==> src/rtl/pipe_ctrl_pkg.sv <==
// rtl/pipe_ctrl_pkg.sv - shared types and defaults for the pipeline hazard controller
package pipe_ctrl_pkg;

  localparam int REG_W_DEF      = 5;
  localparam int MULDIV_LAT_DEF = 32;
  localparam int MD_CNT_W       = 6;

  typedef enum logic [1:0] {
    RUN      = 2'd0,
    MD_BUSY  = 2'd1,
    MD_STALL = 2'd2
  } md_state_e;

endpackage

==> src/rtl/pipeline_hazard_ctrl_muldiv_occupancy.sv <==
// rtl/pipeline_hazard_ctrl_muldiv_occupancy.sv - mul/div occupancy FSM and latency counter
module muldiv_occupancy
  import pipe_ctrl_pkg::*;
#(
  parameter int MULDIV_LAT = MULDIV_LAT_DEF
) (
  input  logic clk_i,
  input  logic rst_i,
  input  logic start_i,
  input  logic hz_i,
  input  logic abort_i,
  output logic busy_o
);

  localparam logic [MD_CNT_W-1:0] LAT_M1 = MD_CNT_W'(MULDIV_LAT - 1);

  md_state_e           state_q;
  logic [MD_CNT_W-1:0] cnt_q;
  logic                busy_q;

  // Occupancy FSM: counts down the unit latency, tracks whether ID is held behind it.
  always_ff @(posedge clk_i) begin
    if (rst_i) begin
      state_q <= RUN;
      cnt_q   <= '0;
      busy_q  <= 1'b0;
    end else if (abort_i) begin
      state_q <= RUN;
      cnt_q   <= '0;
      busy_q  <= 1'b0;
    end else begin
      case (state_q)
        RUN: begin
          if (start_i) begin
            state_q <= MD_BUSY;
            cnt_q   <= LAT_M1;
            busy_q  <= 1'b1;
          end
        end
        MD_BUSY, MD_STALL: begin
          if (cnt_q == '0) begin
            state_q <= RUN;
            busy_q  <= 1'b0;
          end else begin
            cnt_q   <= cnt_q - MD_CNT_W'(1);
            state_q <= hz_i ? MD_STALL : MD_BUSY;
            busy_q  <= 1'b1;
          end
        end
        default: begin
          state_q <= RUN;
          cnt_q   <= '0;
          busy_q  <= 1'b0;
        end
      endcase
    end
  end

  assign busy_o = busy_q;

endmodule

==> src/rtl/pipeline_hazard_ctrl.sv <==
// rtl/pipeline_hazard_ctrl.sv - pipeline hazard/sequencing controller; HAZARD_STATS_EN adds stall/flush counters
module pipeline_hazard_ctrl
  import pipe_ctrl_pkg::*;
#(
  parameter int MULDIV_LAT = MULDIV_LAT_DEF,
  parameter int REG_W      = REG_W_DEF
) (
  input  logic             Clock,
  input  logic             Reset,
  input  logic [REG_W-1:0] ID_Rs,
  input  logic [REG_W-1:0] ID_Rt,
  input  logic             ID_UsesRt,
  input  logic             ID_MulDiv,
  input  logic             ID_ReadsHiLo,
  input  logic             ID_BranchTaken,
  input  logic             EX_MemRead,
  input  logic [REG_W-1:0] EX_Rt,
  input  logic             EX_Exception,
  output logic             PCWrite,
  output logic             IFDWrite,
  output logic             IF_Flush,
  output logic             ID_Flush,
  output logic             EX_Flush,
  output logic             MD_Start,
  output logic             MD_Abort,
  output logic             MD_Busy
`ifdef HAZARD_STATS_EN
  ,
  output logic [31:0]      Stall_Count,
  output logic [31:0]      Flush_Count
`endif
);

  if (MULDIV_LAT < 2 || MULDIV_LAT > 63) begin : g_lat_range
    $error("MULDIV_LAT must be within 2..63");
  end

  logic md_busy;
  logic load_use;
  logic md_hz;
  logic stall;
  logic md_start;

  assign load_use = EX_MemRead & (EX_Rt != '0) &
                    ((EX_Rt == ID_Rs) | (ID_UsesRt & (EX_Rt == ID_Rt)));
  assign md_hz    = md_busy & (ID_MulDiv | ID_ReadsHiLo);
  assign stall    = load_use | md_hz;
  assign md_start = ID_MulDiv & ~md_busy & ~load_use & ~EX_Exception & ~Reset;

  muldiv_occupancy #(
    .MULDIV_LAT (MULDIV_LAT)
  ) u_occ (
    .clk_i   (Clock),
    .rst_i   (Reset),
    .start_i (md_start),
    .hz_i    (md_hz),
    .abort_i (EX_Exception),
    .busy_o  (md_busy)
  );

  // Priority resolution: exception flush, then stall, then branch squash, then flow.
  always_comb begin
    PCWrite  = 1'b1;
    IFDWrite = 1'b1;
    IF_Flush = 1'b0;
    ID_Flush = 1'b0;
    EX_Flush = 1'b0;
    MD_Abort = 1'b0;
    MD_Start = md_start;
    MD_Busy  = md_busy & ~Reset;
    if (Reset) begin
      // Only IFDWrite stays high so the stage registers load their cleared values.
      PCWrite  = 1'b0;
    end else if (EX_Exception) begin
      IF_Flush = 1'b1;
      ID_Flush = 1'b1;
      EX_Flush = 1'b1;
      MD_Abort = md_busy;
    end else if (stall) begin
      // A pending branch is dropped here; it resolves again once ID is released.
      PCWrite  = 1'b0;
      IFDWrite = 1'b0;
      ID_Flush = 1'b1;
    end else if (ID_BranchTaken) begin
      IF_Flush = 1'b1;
    end
  end

`ifdef HAZARD_STATS_EN
  // Saturating event counters for stall and fetch-squash cycles.
  always_ff @(posedge Clock) begin
    if (Reset) begin
      Stall_Count <= '0;
      Flush_Count <= '0;
    end else begin
      if (stall && !EX_Exception && (Stall_Count != 32'hFFFF_FFFF)) begin
        Stall_Count <= Stall_Count + 32'd1;
      end
      if (IF_Flush && (Flush_Count != 32'hFFFF_FFFF)) begin
        Flush_Count <= Flush_Count + 32'd1;
      end
    end
  end
`endif

endmodule

==> config.mk <==
export PLATFORM = sky130hd
export DESIGN_NAME = pipeline_hazard_ctrl
export DESIGN_NICKNAME = d
export VERILOG_FILES = /design/src/rtl/pipe_ctrl_pkg.sv /design/src/rtl/pipeline_hazard_ctrl_muldiv_occupancy.sv /design/src/rtl/pipeline_hazard_ctrl.sv
export SDC_FILE = /design/constraint.sdc
export NUM_CORES = 1
export LEC_CHECK = 0
export CAP_MARGIN = 20
export CORE_UTILIZATION = 42
export CTS_BUF_LIST = sky130_fd_sc_hd__clkbuf_16
export DETAILED_ROUTE_END_ITERATION = 7
export HOLD_SLACK_MARGIN = 0.1
export PLACE_DENSITY = 0.79
export SKIP_LAST_GASP = 1
export SLEW_MARGIN = 20
export SYNTH_ARGS = -nofsm -noshare
export SYNTH_HDL_FRONTEND = slang
export SYNTH_HIERARCHICAL = 1
export SYNTH_SLANG_ARGS = --single-unit
==> constraint.sdc <==
create_clock -name Clock -period 3.3 [get_ports Clock]
set_input_delay 0.99 -clock Clock [delete_from_list [all_inputs] [get_ports Clock]]
set_output_delay 0.99 -clock Clock [all_outputs]
set_load 0.01 [all_outputs]
* Yosys cells after proc, flatten, opt, wreduce, memory -nomap -nowiden
Index checks and enable logic that the tools add are counted.
W data, S select, Z words.
** Operators by class
- Magnitude comparators :: 0
- Add/subtract/negate cells :: 1
- Eq/ne operators :: 6
- Bitwise logic cells :: 16
- Reduce and logical (&&, ||, !) cells :: 6
- Divide/modulo/power cells :: 0
- Shift operators :: 0
- Muxes and demuxes :: 25
- Multiply operators :: 0
** Operator list (number)
- $mux W1 :: 17
- $mux W6 :: 2
- $pmux W6 S2 :: 1
- $eq A5 B5 Y1 :: 2
- $and A1 B1 Y1 :: 9
- $logic_not A6 Y1 :: 1
- $mux W2 :: 3
- $sub A6 B1 Y6 const B :: 1
- $reduce_bool A5 Y1 :: 1
- $ne A2 B2 Y1 const B :: 2
- $not A1 Y1 :: 4
- $pmux W2 S2 :: 1
- $reduce_or A2 Y1 :: 2
- $or A1 B1 Y1 :: 3
- $eq A2 B1 Y1 const B :: 1
- $eq A2 B2 Y1 const B :: 1
- $logic_not A2 Y1 :: 1
- $pmux W1 S2 :: 1
- $reduce_and A2 Y1 :: 1
** Storage, ports and cells
- Bits in latches :: 0
- Memories :: 0
- Output and inout port bits :: 8
- Flip-flop bits (word level) :: 9
- Memory bits (writable) :: 0
- Input port bits :: 23
- Bits in read-only memories :: 0

* Longest topological paths before layout
- Word-level depth :: 10
- Depth in mapped cells :: 9
- Gate-level depth less buffers :: 8

* Modules after synthesis
The synthesis kept the hierarchy.
** By module, submodules not included
- muldiv_occupancy :: area an instance 525.5 µm², cells each 67, instances 1
- pipeline_hazard_ctrl :: area an instance 256.5 µm², cells each 37, instances 1

* Worst setup path after synthesis
No wires, ideal clock.
- Path type :: in2out
- From :: in EX_Rt[1]
- To :: out MD_Start
- Buffers on the path :: 0
- Arrival time :: 2.101 ns
- Required time :: 2.310 ns
- Stages :: 4
- Slack :: 0.209 ns
- Cell sequence :: or4_4 > o21ai_4 > inv_1 > a21oi_1
** On the way
- Longest elaborated chain between the ends :: 8
- Elaborated cells between the ends (all ways) :: 11
** RTL lines
- start, declared :: RTL line pipeline_hazard_ctrl.sv:17 : input logic [REG_W-1:0] EX_Rt,
- $eq A5 B5 Y1 :: RTL line pipeline_hazard_ctrl.sv:45 : ((EX_Rt == ID_Rs) | (ID_UsesRt & (EX_Rt == ID_Rt)));
- $and A1 B1 Y1 :: RTL line pipeline_hazard_ctrl.sv:45
- $or A1 B1 Y1 :: RTL line pipeline_hazard_ctrl.sv:45
- $and A1 B1 Y1 (*) :: RTL line pipeline_hazard_ctrl.sv:44 : assign load_use = EX_MemRead & (EX_Rt != '0) &
- $not A1 Y1 (*) :: RTL line pipeline_hazard_ctrl.sv:48 : assign md_start = ID_MulDiv & ~md_busy & ~load_use & ~EX_Exception & ~Reset;
- $and A1 B1 Y1 (*) (3 in a row) :: RTL line pipeline_hazard_ctrl.sv:48
- end, declared :: RTL line pipeline_hazard_ctrl.sv:24 : output logic MD_Start,
Mark *: on every way between the ends. The rest lies on a longest branch, timed or not.

* Worst setup path in the final report
- From :: in EX_Rt[4]
- To :: out ID_Flush
** On the way
- Longest elaborated chain between the ends :: 8
- Elaborated cells between the ends (all ways) :: 11
** RTL lines
- $eq A5 B5 Y1 :: RTL line pipeline_hazard_ctrl.sv:45
- $and A1 B1 Y1 :: RTL line pipeline_hazard_ctrl.sv:45
- $or A1 B1 Y1 :: RTL line pipeline_hazard_ctrl.sv:45
- $and A1 B1 Y1 (*) :: RTL line pipeline_hazard_ctrl.sv:44
- $or A1 B1 Y1 (*) :: RTL line pipeline_hazard_ctrl.sv:47 : assign stall = load_use | md_hz;
- $mux W1 (*) :: RTL line pipeline_hazard_ctrl.sv:79 : end else if (stall) begin
- $mux W1 (*) :: RTL line pipeline_hazard_ctrl.sv:74 : end else if (EX_Exception) begin
- $mux W1 (*) :: RTL line pipeline_hazard_ctrl.sv:71 : if (Reset) begin
- end, declared :: RTL line pipeline_hazard_ctrl.sv:22 : output logic ID_Flush,
Marks and branches as above.

==> flow_summary.yaml <==
status:
  status: "finished, final reports clean"
detailed_routing:
  avgViaCountPerCell: 5.43
  drc: 0
  drtIter0Drc: 30
  vias: 967
  routed_wl_mm: 2.26
  wl_per_cell_um: 12.7
  first_pass_iters: 4
  ant_nets: 0
critical_path:
  path_buf_inv: 2
  rr_worst_depth: 11
  cp-start-kind: "input port"
  crit_arrival_ns: 2.27
  setup.worst_path.end_class: "output port"
  critPathMaxStageDelay_ns: 0.54
  crit_top_cell: "buf_2"
  required_ns: 2.31
  cp_slowest_cell: "or4_4"
  critPathMaxFanout: 2
  worstReg2RegStart: "u_occ/busy_o"
  cpLargestDelayFamily: "simple AND/OR/NAND/NOR gates"
  worstReg2RegEnd: "u_occ/cnt_q[5]"
  critPathLaunch: "EX_Rt[4]"
  ff2ff_setup_slack_ns: 1.09
  crit_chain: "buf_2 -> or4_4 -> o21ai_4 -> nor2_2 -> a221o_1 -> buf_2"
  path_class: "in2out"
cells_and_area:
  fill_cells: 123
  synthToLayoutAreaGrowth_pct: 68.8
  most-common-layout-cells: "15 x buf_4, 11 x a21oi_1, 10 x xnor2_1, 10 x dlymetal6s2s_1"
  layout_commonest_cell: "buf_4"
  final_cells: 178
  drive_gt1_share_pct: 26.8
  diodes: 0
  fin_nets: 180
synth:
  syn_area_um2: 782
  ys_seq_area_share_pct: 23.0
  synth_edf_count: 0
  yosys_warnings: 6
  yosysUniqueCellTypes: 35
  synth.avg_cell_area_um2: 7.52
  ys.flop_type: "dfxtp_1"
  ys_seq_elements: 9
  syn_inst: 104
  syn_nets: 130
  async_reset_ff_share_pct: 0
power_and_ir_drop:
  p_total_uw: 428
  cellLeakagePower_uw: 0.000607
  clkPwrFrac_pct: 49.3
  p_per_area_mw_per_mm2: 324
  switching_share_pct: 23.2
  switchingPower_uw: 99.2
  p_int_uw: 329
  vdd_drop_max_uv: 289
  p_seq_share_pct: 26.8
  power_frac_comb_pct: 23.9
floorplan:
  die_w_um: 45.2
  core_mm2: 0.00173
  initial_core_util_pct: 45.3
  ios: 31
  die-area_mm2: 0.00204
  die_h_um: 45.2
  placementRows: 15
sta:
  period_minus_slack_ns: 3.26
  slew_headroom_pct: 77.3
  report.final.slew_viol_count: 0
  finalSetupViolations: 0
  period_share_pct: 98.7
  hold_viol_final: 0
  tightest_slew_ns: 0.340
  clock_skew_ns: 0.00143
  max_clock_freq_mhz: 307
  rsz0062_at_grt: "no"
place:
  gp_congestion: 0.933
  io_buffers: 30
  dp_hpwl_mm: 1.70
  dp_cells: 170
global_routing:
  grt_pass1_vias: 936
  grt_max_degree: 10
  busiest_layer: "met2"
  antenna_found_initial: 0
  grtUsageMet1_pct: 28.1
  use_met3_pct: 6.40
  grt_use_total_pct: 25.1
  grt_pass1_wl_mm: 3.68
  globalRouteOverflowTotal: 0
  gr-usage-met2_pct: 41.4
clock_network:
  cts_tree: "built"
  path_clk_slew_ns: 0.04
  clock-root-buffer: "clkbuf_16"
  cts_inserted_buffers: 3
  clock_latency_ns: 0.24
  clkSinkCount: 9
  cts_max_path_buffers: 2
  ctsHoldBuffers: 0
  htree_num_levels: 1
worst_hold_path:
  min_path_type: "reg2reg"
  worstHoldPathCells: 2
  min-delay-start: "u_occ/cnt_q[0]"
  holdPathEnd: "u_occ/cnt_q[0]"
job:
  drv_cap: 0
## power by group through the flow
stage | combinational [µW] | clock (µW) | sequential [µW]
after floorplan | 44.5 | 0 | 115
after global placement | 100 | 0 | 116
after detailed placement | 102 | 0 | 116
after CTS | 103 | 215 | 114
after global routing | 111 | 223 | 115
final | 103 | 211 | 115
## repair_timing
item,4_1_cts,5_1_grt
setup buffers,4,0
gates cloned,0,0
endpoints found under the hold margin,0,0
pin swaps,3,7
setup endpoints to repair,7,14
resized for setup,42,15
## layout make-up
cell class                 instances  area, µm²  share of cell area [%]
sequential                         9        180                    13.6
multi-input combinational         85        586                    44.4
clock buffer                       3       75.1                    5.69
tap                               25       31.3                    2.37
timing repair buffer              47        414                    31.4
inverter                           8       30.0                    2.27
clock inverter                     1       3.75                   0.284
## cells in the mapped netlist (all sizes together) (2+ instances only)
| library cell | instances | area [µm²] |
|---|---|---|
| o21ai | 10 | 61.3 |
| ha | 3 | 37.5 |
| buf | 2 | 8.75 |
| a31oi | 2 | 12.5 |
| nand2 | 5 | 18.8 |
| nand4 | 2 | 12.5 |
| nand3 | 4 | 20.0 |
| xnor2 | 10 | 87.6 |
| dfxtp | 9 | 180 |
| nor3 | 7 | 35.0 |
| or4 | 5 | 41.3 |
| a21oi | 12 | 60.1 |
| inv | 8 | 30.0 |
| nor2 | 7 | 28.8 |
| nor2b | 2 | 12.5 |
## sequential cells by signal (all words and copies together) (netlist names)
signal	count
u_occ/state_q	2
u_occ/busy_o	1
u_occ/cnt_q	6
## how the worst max path moves through the flow
stage / slack [ns] / cells past startpoint / to
floorplan: 0.21 / 4 / MD_Start
global placement: -0.66 / 6 / ID_Flush
detailed placement: -0.66 / 6 / ID_Flush
CTS: -0.04 / 7 / ID_Flush
global route: 0.0002 / 5 / ID_Flush
finish: 0.04 / 6 / ID_Flush
## metrics by stage
stage          hold WS, ns  utilization (%)  setup TNS (ns)  cell area [µm²]  worst slack [ns]
4_1_cts              0.527             74.8         -0.0766             1290           -0.0413
6_report             0.521             76.4               0             1320            0.0417
3_3_place_gp         0.496             69.6           -3.67             1200            -0.656
2_1_floorplan        0.472                -               0              782             0.209
5_1_grt              0.560             76.4               0             1320          0.000179
3_5_place_dp         0.520             69.6           -4.07             1200            -0.664
## metal layers
metal | vias to the layer above | part of all wire (%)
li1 | 480 | -
met1 | 443 | 42
met2 | 40 | 51
met3 | 4 | 5.1
met4 | 0 | 1.2
met5 | - | 0
## cell families (layout without fill, tap and decap cells)
| family | after synthesis | in the layout | share of synthesized area, % |
|---|---|---|---|
| DFF | 9 | 9 | 23.0 |
| AOI/OAI and AO/OA | 31 | 31 | 24.3 |
| xor gates and xnor gates | 11 | 11 | 12.3 |
| buffers and inverters | 10 | 59 | 4.96 |
| and+or+nand+nor | 40 | 40 | 30.6 |
| adders and majority gates | 3 | 3 | 4.80 |
## tightest hold or removal path, stage by stage, from the launching register on
cell and delay, ns:
dfxtp_1 0.33, o21ai_0 0.08, a21oi_1 0.06
(Power assumes the default switching activity.)
